`config.mk`:
```
export PLATFORM = sky130hd
export DESIGN_NAME = i2c_seq
export DESIGN_NICKNAME = d
export VERILOG_FILES = /design/src/rtl/i2c_seq.sv
export SDC_FILE = /design/constraint.sdc
export NUM_CORES = 1
export LEC_CHECK = 0
export CAP_MARGIN = 10
export CORE_ASPECT_RATIO = 0.8
export CORE_UTILIZATION = 45
export CTS_BUF_LIST = sky130_fd_sc_hd__clkbuf_4
export DETAILED_ROUTE_END_ITERATION = 7
export GPL_TIMING_DRIVEN = 0
export PLACE_DENSITY = 0.85
export RECOVER_POWER = 25
export SETUP_SLACK_MARGIN = 0.05
export SLEW_MARGIN = 20
export SYNTH_ARGS = -nofsm -noshare
export SYNTH_HDL_FRONTEND = slang
export SYNTH_SLANG_ARGS = --single-unit
```
`constraint.sdc`:
```
create_clock -name clk -period 1.9 [get_ports clk]
set_clock_uncertainty 0.1 [all_clocks]
set_input_delay 0.57 -clock clk [delete_from_list [all_inputs] [get_ports clk]]
set_output_delay 0.57 -clock clk [all_outputs]
set_load 0.01 [all_outputs]
```
`src/rtl/i2c_seq.sv`:
```
// i2c_seq: register write/read sequencer driving the i2c_m START/WR/RESTART/RD/STOP command stream
// Ports: clk, rst (async active-low); req/rnw/dev_addr/reg_addr/wdata request in;
//        busy/done/err/rdata status out; m_ready/m_cmd_done/m_ack/m_rd_out from the master;
//        m_store_cmd/m_cmd/m_din/m_dvsr to the master.
// Optional: define I2C_SEQ_RETRY_EN to retry a NACKed transaction up to RETRIES extra times.
module i2c_seq #(
  parameter logic [15:0] DVSR = 16'd250
`ifdef I2C_SEQ_RETRY_EN
  , parameter int RETRIES = 2
`endif
) (
  input  logic        clk,
  input  logic        rst,
  input  logic        req,
  input  logic        rnw,
  input  logic [6:0]  dev_addr,
  input  logic [7:0]  reg_addr,
  input  logic [7:0]  wdata,
  output logic        busy,
  output logic        done,
  output logic        err,
  output logic [7:0]  rdata,
  input  logic        m_ready,
  input  logic        m_cmd_done,
  input  logic        m_ack,
  input  logic [7:0]  m_rd_out,
  output logic        m_store_cmd,
  output logic [2:0]  m_cmd,
  output logic [7:0]  m_din,
  output logic [15:0] m_dvsr
);
  localparam logic [2:0] C_START = 3'd0, C_WR = 3'd1, C_RD = 3'd2, C_STOP = 3'd3, C_RESTART = 3'd4;
  typedef enum logic [1:0] {IDLE, ISSUE, WAIT, FIN} state_t;
  state_t state;
  logic rnw_q, err_q, nak;
  logic [6:0] dev_q;
  logic [7:0] reg_q, wd_q, ndin;
  logic [2:0] step, nstep, ncmd, stop_step;
`ifdef I2C_SEQ_RETRY_EN
  logic [31:0] att;
`endif
  assign m_dvsr = DVSR;
  // Steps: write 0 S,1 WR dev,2 WR reg,3 WR data,4 P; read 0 S,1 WR dev,2 WR reg,3 Sr,4 WR dev|1,5 RD,6 P.
  // A NACK after any WR jumps straight to the STOP step.
  always_comb begin
    stop_step = rnw_q ? 3'd6 : 3'd4;
    nak = (m_cmd == C_WR) && m_ack;
    nstep = nak ? stop_step : step + 3'd1;
    ncmd = nstep == stop_step ? C_STOP :
           (rnw_q && nstep == 3'd3) ? C_RESTART :
           (rnw_q && nstep == 3'd5) ? C_RD : C_WR;
    ndin = nstep == 3'd1 ? {dev_q, 1'b0} :
           nstep == 3'd2 ? reg_q :
           (!rnw_q && nstep == 3'd3) ? wd_q :
           (rnw_q && nstep == 3'd4) ? {dev_q, 1'b1} :
           (rnw_q && nstep == 3'd5) ? 8'h01 : 8'h00;
  end
  always_ff @(posedge clk or negedge rst) begin
    if (!rst) begin
      state <= IDLE;
      busy <= 1'b0;
      done <= 1'b0;
      err <= 1'b0;
      rdata <= 8'h00;
      m_store_cmd <= 1'b0;
      m_cmd <= C_START;
      m_din <= 8'h00;
      rnw_q <= 1'b0;
      err_q <= 1'b0;
      dev_q <= 7'd0;
      reg_q <= 8'h00;
      wd_q <= 8'h00;
      step <= 3'd0;
`ifdef I2C_SEQ_RETRY_EN
      att <= 32'd0;
`endif
    end else begin
      m_store_cmd <= 1'b0;
      done <= 1'b0;
      if (state == IDLE) begin
        if (req) begin
          rnw_q <= rnw;
          dev_q <= dev_addr;
          reg_q <= reg_addr;
          wd_q <= wdata;
          step <= 3'd0;
          err_q <= 1'b0;
`ifdef I2C_SEQ_RETRY_EN
          att <= 32'd0;
`endif
          m_cmd <= C_START;
          m_din <= 8'h00;
          busy <= 1'b1;
          state <= ISSUE;
        end
      end else if (state == ISSUE) begin
        if (m_ready) begin
          m_store_cmd <= 1'b1;
          state <= WAIT;
        end
      end else if (state == WAIT) begin
        if (m_cmd_done) begin
          if (m_cmd == C_RD) rdata <= m_rd_out;
          if (m_cmd == C_STOP) begin
`ifdef I2C_SEQ_RETRY_EN
            if (err_q && att < 32'(RETRIES)) begin
              att <= att + 32'd1;
              err_q <= 1'b0;
              step <= 3'd0;
              m_cmd <= C_START;
              m_din <= 8'h00;
              state <= ISSUE;
            end else state <= FIN;
`else
            state <= FIN;
`endif
          end else begin
            if (nak) err_q <= 1'b1;
            step <= nstep;
            m_cmd <= ncmd;
            m_din <= ndin;
            state <= ISSUE;
          end
        end
      end else begin
        done <= 1'b1;
        err <= err_q;
        busy <= 1'b0;
        state <= IDLE;
      end
    end
  end
endmodule

```
==> metrics.md, run 1 <==
| Metric | Value |
|---|---|
| Critical Path AT | `2.25 ns` |
| Die width | `91.0 um` |
| Unique masters post-synth | `49` |
| Die Ht | `73.2 um` |
| Sequential-to-total area share from yosys stat | `0.465` |
| Crit Path Category | `reg -> reg` |
| Core area | `6010 sq um` |
| Total track usage | `0.240` |
| Initial antenna violation count | `0` |
| GRT overflow | `0` |
| Clock slew at reported path FFs | `between 0.15 and 0.2 ns` |
| Met3 usage | `0.0552` |
| Pre-CTS WS | `-0.669 ns` |
| Layout fillers | `386` |
| Cell Pwr Density | `approximately 1700 nW/um^2` |
| Number of DRC markers in iteration 0 | `245` |
| Slew @ Worst Pin | `1.30 ns` |
| Worst min path class | `in -> async` |
| Layout cell share with drive strength beyond 1 | `0.441` |
| TNS Setup | `-1.17 ns` |
| CTS buffer count | `5` |
| Worst hold margin | `0.349 ns` |
| Crit. End Element | `flip-flop` |
| Vias per cell | `5.84` |
| Final Hold Viols | `0` |
| Req. time, crit path | `2.08 ns` |
| H-tree depth | `2` |
| Layout Cells excl Fill | `446` |
| DRC | `0` |
| Met1 usage | `0.325` |
| Total power | `7.70 mW` |
| Crit-path max cell delay | `roughly 0.48 ns` |
| Post-synth EDFFs | `0` |
| TritonCTS clock tree | `done` |
| Initial Util | `0.475` |
| Critical Path Fanout Max | `7` |
| First-pass GRT wire length | `about 12000 um` |
| Final design utilization | `0.735` |
| Failing checks | `negative setup slack` |
| Largest net degree at the start of global routing | `54` |
| Synthesized area | `2850 sq um` |
| Clk buf depth | `2` |
| # clock sinks | `53` |
| Worst IR Drop VDD | `0.851 mV` |
| Yosys reg bits | `53` |
| Post-DRT Antenna Nets | `0` |
| Post-DP HPWL | `4890 um` |
| Endpoints failing setup | `11` |
| Fin crit share | `1.09` |
| Port bufs | `60` |
| Slowest CP cell | `dfrtp_2` |
| Ports | `77` |
| R2r startpoint | `step[0]` |
| Status | `finished with violations` |
| Syn avg cell area | `11.6 sq um` |
| RSZ-0062 raised after global routing | `yes` |
| Mapped Cells | `245` |
| Avg WL per Cell | `just under 20 um` |
| Cell area after layout | `4410 sq um` |
| Slack of the critical path | `-0.171 ns` |
| Dpl cell area | `3730 sq um` |
| First drt pass iteration count | `6` |
| Crit-path cells | `ha_4 -> xor2_4 -> buf_12 -> buf_4 -> nor4_4 -> buf_6 -> a211oi_1 -> a221oi_2` |
| Final min period | `2.07 ns` |
| Vias | `2605` |
| Drt total wl | `8670 um` |
| Async SR Flop Fraction | `1.00` |
| Top achievable clock speed | `~480 MHz` |
| Maxcap violations | `0` |
| Setup crit start | `step[0]` |
| Pins Over Slew Limit | `0` |
| Relative slew slack | `0.130` |
| FP Rows | `25` |
| Top FF cell, synth | `dfrtp_1` |
| YS warnings | `0` |
| Area Overhead vs Synth | `54.6%` |
| Placed Instances | `400` |
| GP Congestion | `0.879` |
| Nets@finish | `407` |
| Vias in the first global route | `around 2500` |
| M2 GR Usage | `0.387` |
| DIE AREA | `6660 sq um` |
| CP startpoint kind | `flip-flop` |
| # diodes | `0` |
| Worst-Skew Late Latency | `roughly 0.38 ns` |
| Leakage power | `around 2.0 nW` |
| Root buf cell | `clkbuf_4` |
| Most Crowded Layer GR | `met2` |
==> flip-flops by register name, summed over array words and instances, names as in the netlist <==
register     cells
m_store_cmd      1
done             1
rnw_q            1
dev_q            7
state            2
step             3
wd_q             8
m_cmd            3
err_q            1
m_din            8
reg_q            8
busy             1
err              1
rdata            8
==> routing by layer <==
| metal | part of all wire | wire length [um] |
|---|---|---|
| met1 | 0.42 | 3610 |
| met2 | 0.46 | 3980 |
| met3 | 0.089 | 771 |
| met4 | 0.035 | 304 |
| met5 | 0 | 0 |
==> cells in the final DEF, fill, tap and decap left out, types with 2 or more instances in the layout <==
master           Yosys  layout
dfrtp_1             53      47
buf_4               19      44
mux2_2              36      34
clkdlybuf4s50_1      0      34
dlygate4sd2_1        0      24
conb_1               2      16
buf_6                1      15
inv_1               10       8
and3b_1              7       7
nand4_1              7       7
a221o_1              7       7
a221oi_2             1       7
nor2_1               6       6
o311ai_1             0       6
clkbuf_4             0       6
dfrtp_2              0       6
o31ai_1             10       5
ha_4                 0       4
nand2_1              4       3
nor2b_1              4       3
buf_2                2       3
buf_12               1       3
buf_8                0       3
clkbuf_2             0       3
o21ai_1              0       3
o31ai_4              0       3
a211oi_1             7       3
o22a_1               3       3
a211oi_2             0       3
inv_4                0       2
o31ai_2              0       2
mux2_4               0       2
nor3_1               2       2
a21oi_1              4       2
nor4_4               0       2
a31oi_1              2       2
==> synthesized netlist by cell type, types with 2 or more instances <==
library cell	instances	area share
dfrtp_1	53	0.46
mux2_2	36	0.14
buf_4	19	0.050
inv_1	10	0.013
o31ai_1	10	0.026
clkbuf_1	9	0.012
a211oi_1	7	0.018
a221o_1	7	0.025
and3b_1	7	0.021
nand4_1	7	0.015
o311ai_0	7	0.021
a221oi_1	6	0.018
nor2_1	6	0.0079
ha_1	5	0.022
a21oi_1	4	0.0070
nand2_1	4	0.0053
nor2b_1	4	0.0088
o21ai_0	4	0.0070
o22a_1	3	0.0092
a31oi_1	2	0.0044
buf_1	2	0.0026
buf_2	2	0.0035
conb_1	2	0.0026
nor3_1	2	0.0035
nor4_1	2	0.0044
xnor2_1	2	0.0061
==> what timing repair did <==
item / CTS / global route
hold endpoints to repair: 0 / 0
endpoints found under the setup margin: 65 / 27
cloned: 3 / 0
gates resized for setup: 72 / 39
pin swaps: 12 / 21
setup buffers: 25 / 12
hold buffers: 0 / 0
==> worst max-delay path, delay by kind of cell (launching register included) <==
family / cells / cell delay [ns]
buf+inv: 3 / 0.48
flops: 1 / 0.48
compound gates: 2 / 0.37
fa+ha+maj: 1 / 0.21
simple gates: 1 / 0.18
xor+xnor: 1 / 0.16
==> cell type report <==
class	instances	area [sq um]	area share
multi-input cells	162	1650	0.374
clock buffers	6	45.0	0.0102
well taps	81	101	0.0230
plain buffers	32	282	0.0638
clock inverters	2	13.8	0.00312
flip-flops and latches	53	1330	0.302
inverters	10	42.5	0.00964
repair buffers	100	945	0.214
==> cell families after synthesis <==
family,Yosys count,synth area share
AOI/OAI and AO/OA,56,0.157
muxes,37,0.146
buffers and inverters,44,0.0921
DFF,53,0.465
adders and majority gates,5,0.0219
and+or+nand+nor,44,0.101
other,2,0.00263
xor gates and xnor gates,4,0.0149
==> report_power, final <==
group | leakage [nW] | switching (mW) | total [mW] | internal [mW]
Sequential | 0.649 | 0.456 | 2.10 | 1.64
Combinational | 1.29 | 2.46 | 5.07 | 2.61
Clock | 0.0360 | 0.369 | 0.533 | 0.163
Total | 1.97 | 3.28 | 7.70 | 4.42
==> path summary, 6_finish.rpt <==
path	to	slack, ns	cells after the start
setup / recovery	m_din[6]	-0.17	8
hold / removal	reg_q[6]	0.35	1
setup reg to reg	m_din[6]	-0.17	8
hold reg to reg	err_q	0.42	1
max in group asynchronous	state[1]	0.48	1
min in group clk	err_q	0.42	1
(Power assumes the default switching activity.)
==> inputs of run 2 (changes only) <==
CORE_UTILIZATION = 54   (was 45)
CTS_BUF_LIST = sky130_fd_sc_hd__clkbuf_8   (was sky130_fd_sc_hd__clkbuf_4)
PLACE_DENSITY = 0.95   (was 0.85)
clock period = 2.5 ns   (was 1.9 ns; I/O delays follow)
==> metrics.md, run 2 (synthesis results as in run 1) <==
| Metric | Value |
|---|---|
| Status | `finished clean` |
| Largest net degree at the start of global routing | `54 (unchanged)` |
| Most common cell after layout, fill and taps aside | `clkdlybuf4s50_1` |
| R2R cell count | `6 (-2)` |
| DRC | `0 (unchanged)` |
| RSZ-0062 raised after global routing | `no` |
| Worst IR Drop VDD | `0.738 mV (-13%)` |
| Min-delay src | `err_q` |
| CP most frequent cell | `buf_4` |
| Cell Pwr Density | `1220 nW/um^2 (-30%)` |
| Area Overhead vs Synth | `31.8%` |
| Worst min path class | `reg -> reg` |
| Pre-CTS WS | `-0.376 ns (+0.293 ns)` |
| Slowest CP cell | `clkdlybuf4s50_1` |
| Final min period | `2.40 ns` |
| GRT overflow | `0 (unchanged)` |
| First-pass GRT wire length | `10600 um (-15%)` |
| Total track usage | `0.246 (+0.00673)` |
| First drt pass iteration count | `4 (-2)` |
| Layout fillers | `358 (-7.3%)` |
| Initial antenna violation count | `0 (unchanged)` |
| R2r startpoint | `step[0]` |
| Die Ht | `67.0 um (-8.5%)` |
| Worst reg-to-reg setup slack | `0.27 ns (+0.44 ns)` |
| Multi-input logic area | `1400 sq um (-15%)` |
| Critical Path Fanout Max | `6 (-1)` |
| Crit. End Element | `flip-flop` |
| Relative slew slack | `0.147 (+0.0165)` |
| Total power | `4.60 mW (-40%)` |
| Port bufs | `60 (unchanged)` |
| Hold endpoint | `err_q` |
| Drt total wl | `6570 um (-24%)` |
| Hold buffers post-CTS | `0 (unchanged)` |
| Critical Path AT | `2.50 ns (+0.25 ns)` |
| Final design utilization | `0.747 (+0.0122)` |
| Clock slew at reported path FFs | `0.09 ns (-0.07 ns)` |
| Slack of the critical path | `0.105 ns (+0.276 ns)` |
| Worst-Skew Late Latency | `0.31 ns (-0.07 ns)` |
| FF/Latch Area | `1330 sq um (-0.47%)` |
| Crit-path max cell delay | `0.44 ns (-0.04 ns)` |
| Crit-path cells | `clkdlybuf4s50_1 -> nor4bb_4 -> buf_4 -> buf_4 -> nor4_4 -> buf_4 -> a211oi_1 -> a221oi_1` |
| Layout cell share with drive strength beyond 1 | `0.268 (-0.173)` |
| Pins Over Slew Limit | `0 (unchanged)` |
| # diodes | `0 (unchanged)` |
| GP Congestion | `0.900 (+2.4%)` |
| Avg WL per Cell | `16.8 um (-13%)` |
| Vias in the first global route | `2099 (-16%)` |
| Post-DRT Antenna Nets | `0 (unchanged)` |
| FP Rows | `23 (-8.0%)` |
| CTS buffer count | `5 (unchanged)` |
| Clk buf depth | `2 (unchanged)` |
| Post-DP HPWL | `4880 um (-0.23%)` |
| Number of DRC markers in iteration 0 | `152 (-38%)` |
| Vias per cell | `5.70 (-2.4%)` |
| TritonCTS clock tree | `done` |
| Commonest non-fill, non-tap cells in the layout | `clkdlybuf4s50_1 (59), dfrtp_1 (52), mux2_2 (36)` |
| Top achievable clock speed | `417 MHz` |
| CP delay by family, top | `buffers and inverters` |
| Dpl cell area | `3580 sq um (-4.1%)` |
| Endpoints failing setup | `0 (-11)` |
| Final Hold Viols | `0 (unchanged)` |
| Cell area after layout | `3760 sq um (-15%)` |
| Worst hold margin | `0.403 ns (+0.0540 ns)` |
| # clock sinks | `53 (unchanged)` |
| Crit Path Category | `in -> reg` |
| H-tree depth | `2 (unchanged)` |
| Initial Util | `0.566 (+0.0915)` |
| CP bufs+invs | `4 (+1)` |
| Core area | `5040 sq um (-16%)` |
| Cell depth of the worst hold path | `1` |
| Maxcap violations | `0 (unchanged)` |
| Leakage power | `1.62 nW (-18%)` |
| Vias | `2224 (-15%)` |
| DIE AREA | `5580 sq um (-16%)` |
| Die width | `83.3 um (-8.5%)` |
| Nets@finish | `370 (-9.1%)` |
| FF-to-FF End | `m_din[6]` |
| Req. time, crit path | `2.60 ns (+0.52 ns)` |
| CP startpoint kind | `input pin` |
| Fin crit share | `0.958` |
| Root buf cell | `clkbuf_8` |
| Ports | `77 (unchanged)` |
| Slew @ Worst Pin | `1.28 ns (-0.0247 ns)` |
[run 2: worst max-delay path by stage]
stage / from / end / slack [ns] / cells past startpoint
2_1_floorplan: req / m_din[1] / 0.45 / 6
3_3_place_gp: rst / wd_q[0] / -0.88 / 1
3_5_place_dp: req / m_din[3] / -0.38 / 7
4_1_cts: req / m_din[3] / 0.06 / 7
5_1_grt: m_ack / m_din[6] / 0.06 / 8
6_report: m_ack / m_din[3] / 0.10 / 8
[run 2: stage by stage]
stage          setup TNS [ns]  cells
2_1_floorplan               0    259
3_3_place_gp           -50.22    381
3_5_place_dp            -5.08    381
4_1_cts                     0    389
5_1_grt                     0    390
6_report                    0    390
[run 2: what timing repair did]
action / CTS / global route
gates cloned: 0 / 0
buffers inserted: 0 / 2
endpoints found under the setup margin: 13 / 14
pin swaps: 0 / 5
gates resized for setup: 4 / 21
[run 2: routing by layer]
layer  share of wire  vias up  global-route usage
met5               0        -                   0
met4          0.0093        0              0.0711
met3           0.079        5              0.0520
met2            0.46      105               0.373
met1            0.45     1064               0.357
li1                -     1050                   -
[run 2: layout make-up]
cell class,instances,share of cell area
clock buffer,5,0.0183
sequential,53,0.353
timing repair buffer,62,0.162
clock inverter,3,0.00366
inverter,10,0.00998
multi-input combinational,162,0.371
buffer,33,0.0612
tap,62,0.0206
[run 2: report_power, final]
part,internal [mW],leakage (nW),switching (mW)
logic,1.29,0.915,1.27
clock network,0.191,0.0491,0.272
registers,1.25,0.655,0.331
==> inputs of run 3 (changes only) <==
CORE_UTILIZATION = 52   (was 54)
CTS_BUF_LIST = sky130_fd_sc_hd__clkbuf_4 sky130_fd_sc_hd__clkbuf_8 sky130_fd_sc_hd__clkbuf_16   (was sky130_fd_sc_hd__clkbuf_8)
PLACE_DENSITY = 0.92   (was 0.95)
==> metrics.md, run 3 (synthesis results as in run 1) <==
| Metric | Value |
|---|---|
| Initial antenna violation count | `0 (unchanged)` |
| Vias per cell | `5.67 (-0.64%)` |
| Crit-path max cell delay | `0.49 ns (+0.05 ns)` |
| DRC | `9 (+9)` |
| FP Rows | `23 (unchanged)` |
| Failing checks | `design-rule violations, max-capacitance violations, max-slew violations` |
| Initial Util | `0.554 (-0.0127)` |
| GRT overflow | `0 (unchanged)` |
| Worst IR Drop VDD | `0.609 mV (-17%)` |
| Fin crit share | `0.961 (+0.00330)` |
| Drt total wl | `6210 um (-5.5%)` |
| Die Ht | `68.3 um (+1.9%)` |
| # diodes | `0 (unchanged)` |
| DIE AREA | `5790 sq um (+3.7%)` |
| Slew @ Worst Pin | `1.75 ns (+0.466 ns)` |
| Clk buf depth | `2 (unchanged)` |
| Status | `finished with violations` |
| CP bufs+invs | `3 (-1)` |
| Avg WL per Cell | `16.0 um (-5.2%)` |
| CP delay by family, top | `buffers and inverters` |
| H-tree depth | `2 (unchanged)` |
| Final Hold Viols | `0 (unchanged)` |
| Root buf cell | `clkbuf_8` |
| Cell area after layout | `3740 sq um (-0.57%)` |
| Vias in the first global route | `1997 (-4.9%)` |
| TritonCTS clock tree | `done` |
| Maxcap violations | `1 (+1)` |
| Commonest non-fill, non-tap cells in the layout | `clkdlybuf4s50_1 (59), dfrtp_1 (53), mux2_2 (36)` |
| Most common cell after layout, fill and taps aside | `clkdlybuf4s50_1` |
| Ports | `77 (unchanged)` |
| Number of DRC markers in iteration 0 | `218 (+43%)` |
| Worst-Skew Late Latency | `0.31 ns (about the same)` |
| Layout Cells excl Fill | `389 (-0.26%)` |
| CP startpoint kind | `input pin` |
| TNS Setup | `0 ns (unchanged)` |
| Die width | `84.8 um (+1.9%)` |
| Worst min path class | `reg -> reg` |
| First drt pass iteration count | `6 (+2)` |
| Postcts setup bufs | `0 (unchanged)` |
| Post-DP HPWL | `4840 um (-0.90%)` |
| Total track usage | `0.230 (-0.0158)` |
| Critical Path AT | `2.51 ns (about the same)` |
| Clock slew at reported path FFs | `0.09 ns (about the same)` |
| Nets@finish | `369 (-0.27%)` |
| Total power | `4.47 mW (-2.7%)` |
| Slowest CP cell | `clkdlybuf4s50_1` |
| Pins Over Slew Limit | `31 (+31)` |
| # clock sinks | `53 (unchanged)` |
| Final min period | `2.40 ns (+0.00826 ns)` |
| Layout cell share with drive strength beyond 1 | `0.245 (-0.0236)` |
| CTS buffer count | `5 (unchanged)` |
| Post-DRT Antenna Nets | `0 (unchanged)` |
| First-pass GRT wire length | `10100 um (-4.7%)` |
| Port bufs | `60 (unchanged)` |
| Core area | `5150 sq um (+2.3%)` |
| RSZ-0062 raised after global routing | `no` |
| Top achievable clock speed | `416 MHz (-0.34%)` |
| Largest net degree at the start of global routing | `32 (-41%)` |
| GP Congestion | `0.912 (+1.4%)` |
| Vias | `2204 (-0.90%)` |
| Req. time, crit path | `2.61 ns (about the same)` |
| Crit Path Category | `in -> reg` |
| Placed Instances | `382 (+0.26%)` |
| Dpl cell area | `3610 sq um (+0.70%)` |
| Leakage power | `1.61 nW (-0.83%)` |
| Final design utilization | `0.726 (-0.0208)` |
| Critical Path Fanout Max | `10 (+4)` |
| Relative slew slack | `-0.164 (-0.311)` |
| Area Overhead vs Synth | `31.1%` |
| Crit. End Element | `flip-flop` |
| Crit-path cells | `clkdlybuf4s50_1 -> nor4bb_1 -> buf_4 -> buf_12 -> o31ai_1 -> a221o_1 -> a221oi_1` |
| Endpoints failing setup | `0 (unchanged)` |
| Cell Pwr Density | `1200 nW/um^2 (-2.1%)` |
-- run 3: changes by cell type in the layout (fill, tap and decap cells not counted), sizes merged --
cell,delta
clkbuf,+3
clkinvlp,+1
clkinv,-2
buf,-2
inv,-1
-- run 3: final timing paths --
check                      depth (start not counted)       end  slack (ns)    start
max                                                7  m_din[6]         0.1    m_ack
min                                                1     err_q        0.40    err_q
max reg2reg                                        6  m_din[4]        0.20  step[0]
min reg2reg                                        1     err_q        0.40    err_q
max in group asynchronous                          1  rdata[5]        0.50      rst
min in group asynchronous                          1   wd_q[7]        0.79      rst
-- run 3: area by class of cell --
class	instances	area, sq um
clock inverters	1	7.51
plain buffers	33	229
well taps	62	77.6
inverters	10	37.5
clock buffers	7	83.8
repair buffers	61	622
flip-flops and latches	53	1330
fillers	376	1410
multi-input cells	162	1360
-- run 3: per-layer routing --
metal / track usage / vias up / routed length, um
met5: 0 / - / 0
met4: 0.0784 / 0 / 63
met3: 0.0688 / 7 / 576
met2: 0.375 / 107 / 2800
met1: 0.299 / 1037 / 2760
li1: - / 1053 / -
-- run 3: timing repair --
item                       in CTS  in global routing
resized for setup               4                 10
cloned                          0                  0
setup endpoints to repair       6                  8
pin swaps                       0                  1
hold buffers                    0                  0
-- run 3: power by group --
| part | leakage [nW] | internal [mW] | switching [mW] |
|---|---|---|---|
| combinational | 0.904 | 1.23 | 1.18 |
| clock | 0.0453 | 0.220 | 0.273 |
| sequential | 0.656 | 1.24 | 0.326 |
-- run 3: through the flow --
| step | setup slack [ns] | hold WS, ns |
|---|---|---|
| floorplan | 0.449 | 0.354 |
| global placement | -0.872 | 0.383 |
| detailed placement | -0.306 | 0.393 |
| CTS | 0.0786 | 0.405 |
| global route | 0.0558 | 0.420 |
| finish | 0.0965 | 0.405 |
